## src/rtl/udp_tx_arbiter.sv

```systemverilog
// udp_tx_arbiter: round-robin, packet-granular sharing of one udpip_transmitter
// between NUM_REQ byte-stream requesters. Forwarded bytes appear one cycle
// after acceptance. The next packet is held off until tx_done or a timeout.
// Packets longer than MAX_LEN are truncated, and stray non-first bytes are dropped.

module udp_tx_arbiter #(
    parameter int unsigned NUM_REQ      = 4,
    parameter int unsigned MAX_LEN      = 256,
    parameter int unsigned DONE_TIMEOUT = 4096
) (
    input  logic                       clk,
    input  logic                       rst_n,
    input  logic [NUM_REQ-1:0]         req_valid,
    input  logic [8*NUM_REQ-1:0]       req_data,
    input  logic [NUM_REQ-1:0]         req_first,
    input  logic [NUM_REQ-1:0]         req_last,
    output logic [NUM_REQ-1:0]         req_ready,
    output logic [7:0]                 tx_in,
    output logic                       tx_in_valid,
    output logic                       tx_in_first,
    output logic                       tx_in_last,
    input  logic                       tx_done,
    output logic [$clog2(NUM_REQ)-1:0] grant_id,
    output logic                       busy,
    output logic                       err_overflow,
    output logic                       err_timeout,
    output logic                       err_framing
);

    localparam int unsigned GW = $clog2(NUM_REQ);
    localparam int unsigned CW = $clog2(MAX_LEN + 1);
    localparam int unsigned TW = $clog2(DONE_TIMEOUT);

    localparam logic [1:0] ST_IDLE      = 2'd0;
    localparam logic [1:0] ST_STREAM    = 2'd1;
    localparam logic [1:0] ST_DRAIN     = 2'd2;
    localparam logic [1:0] ST_WAIT_DONE = 2'd3;

    logic [1:0]    state, state_nxt;
    logic [GW-1:0] grant_nxt;
    logic [GW-1:0] last_grant, last_grant_nxt;
    logic [CW-1:0] count, count_nxt;
    logic [TW-1:0] timer, timer_nxt;
    logic          done_seen, done_seen_nxt;
    logic [7:0]    tx_in_nxt;
    logic          tx_valid_nxt, tx_first_nxt, tx_last_nxt;
    logic          busy_nxt, ovf_nxt, tmo_nxt, frm_nxt;

    logic [NUM_REQ-1:0] cand;
    logic [NUM_REQ-1:0] ready_c;
    logic [GW-1:0]      pick;
    logic [GW-1:0]      idx;
    logic               found;
    logic               accept;
    logic               cur_last;
    logic [7:0]         cur_data;
    logic               at_max;
    logic               done_any;

    // Round-robin pick among requesters presenting a first byte, starting after last_grant
    always_comb begin
        cand  = req_valid & req_first;
        pick  = '0;
        idx   = '0;
        found = 1'b0;
        for (int off = 1; off <= int'(NUM_REQ); off++) begin
            idx = GW'((int'(last_grant) + off) % int'(NUM_REQ));
            if (!found && cand[idx]) begin
                found = 1'b1;
                pick  = idx;
            end
        end
    end

    // Mux out the granted requester's byte stream
    always_comb begin
        cur_data = 8'h00;
        for (int i = 0; i < int'(NUM_REQ); i++) begin
            if (GW'(i) == grant_id) begin
                cur_data = req_data[8*i +: 8];
            end
        end
        accept   = req_valid[grant_id];
        cur_last = req_last[grant_id];
        at_max   = (count == CW'(MAX_LEN - 1));
        done_any = done_seen | tx_done;
    end

    // Next-state, ready and registered-output next values
    always_comb begin
        state_nxt      = state;
        grant_nxt      = grant_id;
        last_grant_nxt = last_grant;
        count_nxt      = count;
        timer_nxt      = '0;
        done_seen_nxt  = 1'b0;
        tx_in_nxt      = tx_in;
        tx_valid_nxt   = 1'b0;
        tx_first_nxt   = 1'b0;
        tx_last_nxt    = 1'b0;
        ovf_nxt        = 1'b0;
        tmo_nxt        = 1'b0;
        frm_nxt        = 1'b0;
        ready_c        = '0;

        case (state)
            ST_IDLE: begin
                // Orphan bytes are swallowed so they cannot block their requester
                for (int i = 0; i < int'(NUM_REQ); i++) begin
                    if (req_valid[i] && !req_first[i]) begin
                        ready_c[i] = 1'b1;
                        frm_nxt    = 1'b1;
                    end
                end
                if (found) begin
                    grant_nxt = pick;
                    count_nxt = '0;
                    state_nxt = ST_STREAM;
                end
            end
            ST_STREAM: begin
                for (int i = 0; i < int'(NUM_REQ); i++) begin
                    ready_c[i] = (GW'(i) == grant_id);
                end
                if (accept) begin
                    tx_in_nxt    = cur_data;
                    tx_valid_nxt = 1'b1;
                    tx_first_nxt = (count == '0);
                    tx_last_nxt  = cur_last | at_max;
                    count_nxt    = count + CW'(1);
                    if (cur_last) begin
                        state_nxt = ST_WAIT_DONE;
                    end else if (at_max) begin
                        state_nxt = ST_DRAIN;
                        ovf_nxt   = 1'b1;
                    end
                end
            end
            ST_DRAIN: begin
                for (int i = 0; i < int'(NUM_REQ); i++) begin
                    ready_c[i] = (GW'(i) == grant_id);
                end
                done_seen_nxt = done_any;
                if (accept && cur_last) begin
                    if (done_any) begin
                        state_nxt      = ST_IDLE;
                        last_grant_nxt = grant_id;
                    end else begin
                        state_nxt = ST_WAIT_DONE;
                    end
                end
            end
            ST_WAIT_DONE: begin
                timer_nxt = timer + TW'(1);
                if (tx_done) begin
                    state_nxt      = ST_IDLE;
                    last_grant_nxt = grant_id;
                end else if (timer == TW'(DONE_TIMEOUT - 1)) begin
                    state_nxt      = ST_IDLE;
                    last_grant_nxt = grant_id;
                    tmo_nxt        = 1'b1;
                end
            end
            default: begin
                state_nxt = ST_IDLE;
            end
        endcase

        busy_nxt = (state_nxt != ST_IDLE);
    end

    // Ready is forced low while reset is asserted so every output reads 0
    assign req_ready = rst_n ? ready_c : '0;

    // State and registered outputs
    always_ff @(posedge clk or negedge rst_n) begin
        if (!rst_n) begin
            state        <= ST_IDLE;
            grant_id     <= '0;
            last_grant   <= GW'(NUM_REQ - 1);
            count        <= '0;
            timer        <= '0;
            done_seen    <= 1'b0;
            tx_in        <= 8'h00;
            tx_in_valid  <= 1'b0;
            tx_in_first  <= 1'b0;
            tx_in_last   <= 1'b0;
            busy         <= 1'b0;
            err_overflow <= 1'b0;
            err_timeout  <= 1'b0;
            err_framing  <= 1'b0;
        end else begin
            state        <= state_nxt;
            grant_id     <= grant_nxt;
            last_grant   <= last_grant_nxt;
            count        <= count_nxt;
            timer        <= timer_nxt;
            done_seen    <= done_seen_nxt;
            tx_in        <= tx_in_nxt;
            tx_in_valid  <= tx_valid_nxt;
            tx_in_first  <= tx_first_nxt;
            tx_in_last   <= tx_last_nxt;
            busy         <= busy_nxt;
            err_overflow <= ovf_nxt;
            err_timeout  <= tmo_nxt;
            err_framing  <= frm_nxt;
        end
    end

endmodule
```

## config.mk

```make
export PLATFORM = sky130hd
export DESIGN_NAME = udp_tx_arbiter
export DESIGN_NICKNAME = d
export VERILOG_FILES = /design/src/rtl/udp_tx_arbiter.sv
export SDC_FILE = /design/constraint.sdc
export NUM_CORES = 1
export LEC_CHECK = 0
export BUFFER_PORTS_ARGS = -buffer_cell sky130_fd_sc_hd__buf_2
export CAP_MARGIN = 10
export CORE_MARGIN = 3
export CORE_UTILIZATION = 35
export CTS_CLUSTER_SIZE = 14
export DETAILED_ROUTE_END_ITERATION = 6
export GPL_TIMING_DRIVEN = 0
export PLACE_DENSITY = 0.55
export RECOVER_POWER = 25
export SYNTH_ARGS = -nofsm -noshare
export SYNTH_HDL_FRONTEND = slang
export SYNTH_SLANG_ARGS = --single-unit
```

## constraint.sdc

```tcl
create_clock -name clk -period 5.3 [get_ports clk]
set_input_delay 1.06 -clock clk [delete_from_list [all_inputs] [get_ports clk]]
set_output_delay 1.06 -clock clk [all_outputs]
set_load 0.05 [all_outputs]
```

==> impl.org <==
** Placed design
- Post-detailed-placement cell area :: 2940 sq um
- Detailed placement finished with a half-perimeter wire length of 4.12 mm.
- Port-buffer cells :: 67
- Routability Congestion :: 0.850

** Clock tree
- Clock-pin slew on the worst setup and hold paths :: 80 ps
- The number of clock buffers added by TritonCTS is 5.
- The number of setup buffers added after CTS is 0.
- In this run the clock root is driven by a sky130_fd_sc_hd__clkbuf_8.
- The clock tree synthesis step divided the H-tree into 2 levels.
- Maximum root-to-sink buffer count :: 2
- Cts hold-fix bufs :: 0
- Clock latency at the later pin of the worst-skew pair :: 300 ps
- The clock drives 43 sinks.
- TritonCTS built the clock tree.
- Gates resized, CTS repair :: 0

** Timing
- # setup viols final :: 0
- Max Transition Viols Final :: 0
- The count of final hold-check violations came to 0.
- Maximum clock rate :: 283 MHz
- Final hold analysis gives a worst-case slack of 466 ps.
- Setup repair after global routing missed its margin :: false
- For the final routed database, the setup TNS stands at 0 ps.
- The routed design could run at a clock period as short as 3530 ps.
- At the pin with the least slew margin, the transition time is 961 ps.
- Clock skew after layout :: 4.43 ps
- In this run the tightest slew margin relative to its limit is 35.9%.
- Final period util :: 66.6%

** Outcome
- Outcome :: complete, no violations

** Global route
- Global routing consumed, over all layers together, 14.3% of the routing resources.
- For this run the aggregate overflow at the end of global routing stands at 0.
- Maximum number of pins on one net before global-route repair :: 45
- The initial antenna violation count was 0.
- Vias in the first global route :: 2051
- The first global-routing pass estimated 9.50 mm of wire.

** Layout
- The finished cells cover 3050 sq um.
- Number of nets at the end of the flow :: 366
- Fraction of layout instances using a drive strength above 1 :: 32.4%
- 0 antenna diodes ended up in the layout.
- The area growth from synthesis to layout is 22.8%.

** Detailed routing
- After detailed routing, the number of vias per cell comes to 4.92.
- Overall routed net length :: 5.41 mm
- Length of the first detailed-routing pass in iterations :: 4
- For this block, the via count after detailed routing is 2006.
- DRC violation count after routing :: 0
- In the final routed layout, each cell accounts on average for 13.3 um.
- Antenna-violating nets left :: 0
- The first routing iteration left 98 violations.

** Yosys
- sky130_fd_sc_hd__dfrtp_1 takes more of the synthesized area than any other cell.
- Most instantiated library cell after synthesis :: sky130_fd_sc_hd__dfrtp_1
- In this run, synthesis inferred 0 flip-flops with an integrated enable.
- Flip-flop cell with the highest count after synthesis :: sky130_fd_sc_hd__dfrtp_1
- Netlist area before placement :: 2490 sq um
- Syn Area/Cell :: 10.5 sq um
- Counting flops and latches in the post-synthesis netlist gives 43.
- Portion of the post-synthesis area used by sequential elements :: 43.4%
- Counting flops with an async set or reset pin after synthesis yields a share of 100%.
- The commonest cells after synthesis are sky130_fd_sc_hd__dfrtp_1, sky130_fd_sc_hd__nand2_1, sky130_fd_sc_hd__nor2_1.
- Number of different library cells in the post-synthesis netlist :: 44
- Sorting the synthesized cells by area gives the leading types as sky130_fd_sc_hd__dfrtp_1, sky130_fd_sc_hd__mux4_2, sky130_fd_sc_hd__mux2_2.
- Counting every net in the synthesized netlist gives 292.
- Top cell type's share of synthesized area :: 41.2%
- The Yosys step of the flow raised 0 warnings.
- Instance count of the mapped netlist :: 237

** Power
- Summed over all cells, the static leakage comes to 1.43 nW.
- Worst ir drop on vdd :: 265 uV
- Total power for the finished layout comes to 0.00160 W.
- Power spread over the standard cell area amounts to 524 nW/um^2.

** Floorplan
- From bottom edge to top edge, the die measures 90.3 um.
- The initialized floorplan defines 30 standard-cell rows.
- The core region is 6830 sq um.
- In this run the horizontal extent of the chip is 90.3 um.
- Count of pins on the block boundary :: 68
- The die covers 8150 sq um.
- For this configuration, the core starts out at a cell density of 36.4%.

** Setup path
- In this run the worst path has a maximum fanout of 44.
- Endpoint arrival time on the critical path :: 2470 ps
- Critical path data required time :: 4240 ps
- CP Class :: input pin to output pin
- CP Launch Type :: input pin
- Endpoint kind of the worst setup timing path :: output pin

** Min path
- Path class of the lowest-slack min-delay path :: flop to flop

** Run
- The tool flagged a number of max-cap violations equal to 0.
## critical path: stages
cell and delay [ps]:
sky130_fd_sc_hd__buf_2 720, sky130_fd_sc_hd__nand2b_1 260, sky130_fd_sc_hd__nor2_1 150, sky130_fd_sc_hd__buf_2 270
## cells by family after synthesis
kind of cell | Yosys count | synth area share (%)
AO/OA/AOI/OAI | 39 | 10.3
AND/OR/NAND/NOR | 94 | 19.6
multiplexers | 22 | 14.8
flip-flops | 43 | 43.4
buffers and inverters | 18 | 3.42
adder cells (fa/ha/maj) | 8 | 4.02
XOR/XNOR | 13 | 4.58
## worst paths after layout
kind,startpoint,to,slack [ps],depth (start not counted)
setup reg to reg,count[2],busy,3220,9
max in group asynchronous,rst_n,count[8],3800,1
setup / recovery,rst_n,req_ready[3],1770,4
min in group asynchronous,rst_n,timer[8],910,1
hold reg to reg,timer[0],timer[0],470,1
hold / removal,timer[0],timer[0],470,1
## sequential cells by signal, indices dropped and copies added, names as in the netlist
register / cells
err_overflow: 1
last_grant: 2
tx_in: 8
err_timeout: 1
tx_in_valid: 1
state: 2
err_framing: 1
tx_in_last: 1
done_seen: 1
grant_id: 2
busy: 1
count: 9
tx_in_first: 1
timer: 12
## power by group
| group | switching, W | internal [W] |
|---|---|---|
| clock network | 0.000119 | 0.000140 |
| registers | 0.0000524 | 0.000417 |
| logic | 0.000557 | 0.000313 |
## layout make-up
type	instances	area, sq um
well taps	96	120
clock buffers	5	68.8
multi-input cells	176	1320
fillers	697	3780
flip-flops and latches	43	1080
inverters	10	37.5
repair buffers	67	334
plain buffers	8	47.5
clock inverters	3	43.8
## per-layer routing
| metal | track usage (%) | wire length (um) |
|---|---|---|
| met5 | 0 | 0 |
| met4 | 5.36 | 35 |
| met3 | 3.50 | 298 |
| met2 | 22.8 | 2590 |
| met1 | 19.0 | 2490 |
## placed cells by master, fill, tap and decap left out, types with 2 or more instances in the layout
cell,instances
sky130_fd_sc_hd__nand2b_1,6
sky130_fd_sc_hd__and3_1,5
sky130_fd_sc_hd__nor2_1,18
sky130_fd_sc_hd__mux4_1,2
sky130_fd_sc_hd__a21boi_0,2
sky130_fd_sc_hd__mux2_2,12
sky130_fd_sc_hd__buf_6,2
sky130_fd_sc_hd__a21o_1,2
sky130_fd_sc_hd__o22ai_1,2
sky130_fd_sc_hd__nand3_1,9
sky130_fd_sc_hd__nand2_1,20
sky130_fd_sc_hd__nor2b_1,9
sky130_fd_sc_hd__nand4_1,7
sky130_fd_sc_hd__o21ai_0,10
sky130_fd_sc_hd__clkbuf_1,5
sky130_fd_sc_hd__a21oi_1,7
sky130_fd_sc_hd__xor2_1,8
sky130_fd_sc_hd__mux4_2,8
sky130_fd_sc_hd__xnor2_1,5
sky130_fd_sc_hd__and2_0,6
sky130_fd_sc_hd__a32oi_1,2
sky130_fd_sc_hd__a31oi_1,3
sky130_fd_sc_hd__a22oi_1,2
sky130_fd_sc_hd__buf_2,68
sky130_fd_sc_hd__ha_1,8
sky130_fd_sc_hd__inv_1,10
sky130_fd_sc_hd__dfstp_2,2
sky130_fd_sc_hd__clkbuf_8,5
sky130_fd_sc_hd__and2_1,4
sky130_fd_sc_hd__dfrtp_1,41
sky130_fd_sc_hd__a22o_1,2
sky130_fd_sc_hd__or3_1,3
## stage by stage
step | utilization (%) | instances | setup slack [ps]
after floorplan | - | 237 | 2220
final | 44.7 | 408 | 1770
after global placement | 43.1 | 400 | 1670
after global routing | 44.7 | 408 | 1500
after detailed placement | 43.1 | 400 | 1650
after CTS | 44.7 | 408 | 1650
No activity file was read; power rests on OpenSTA's default activity.
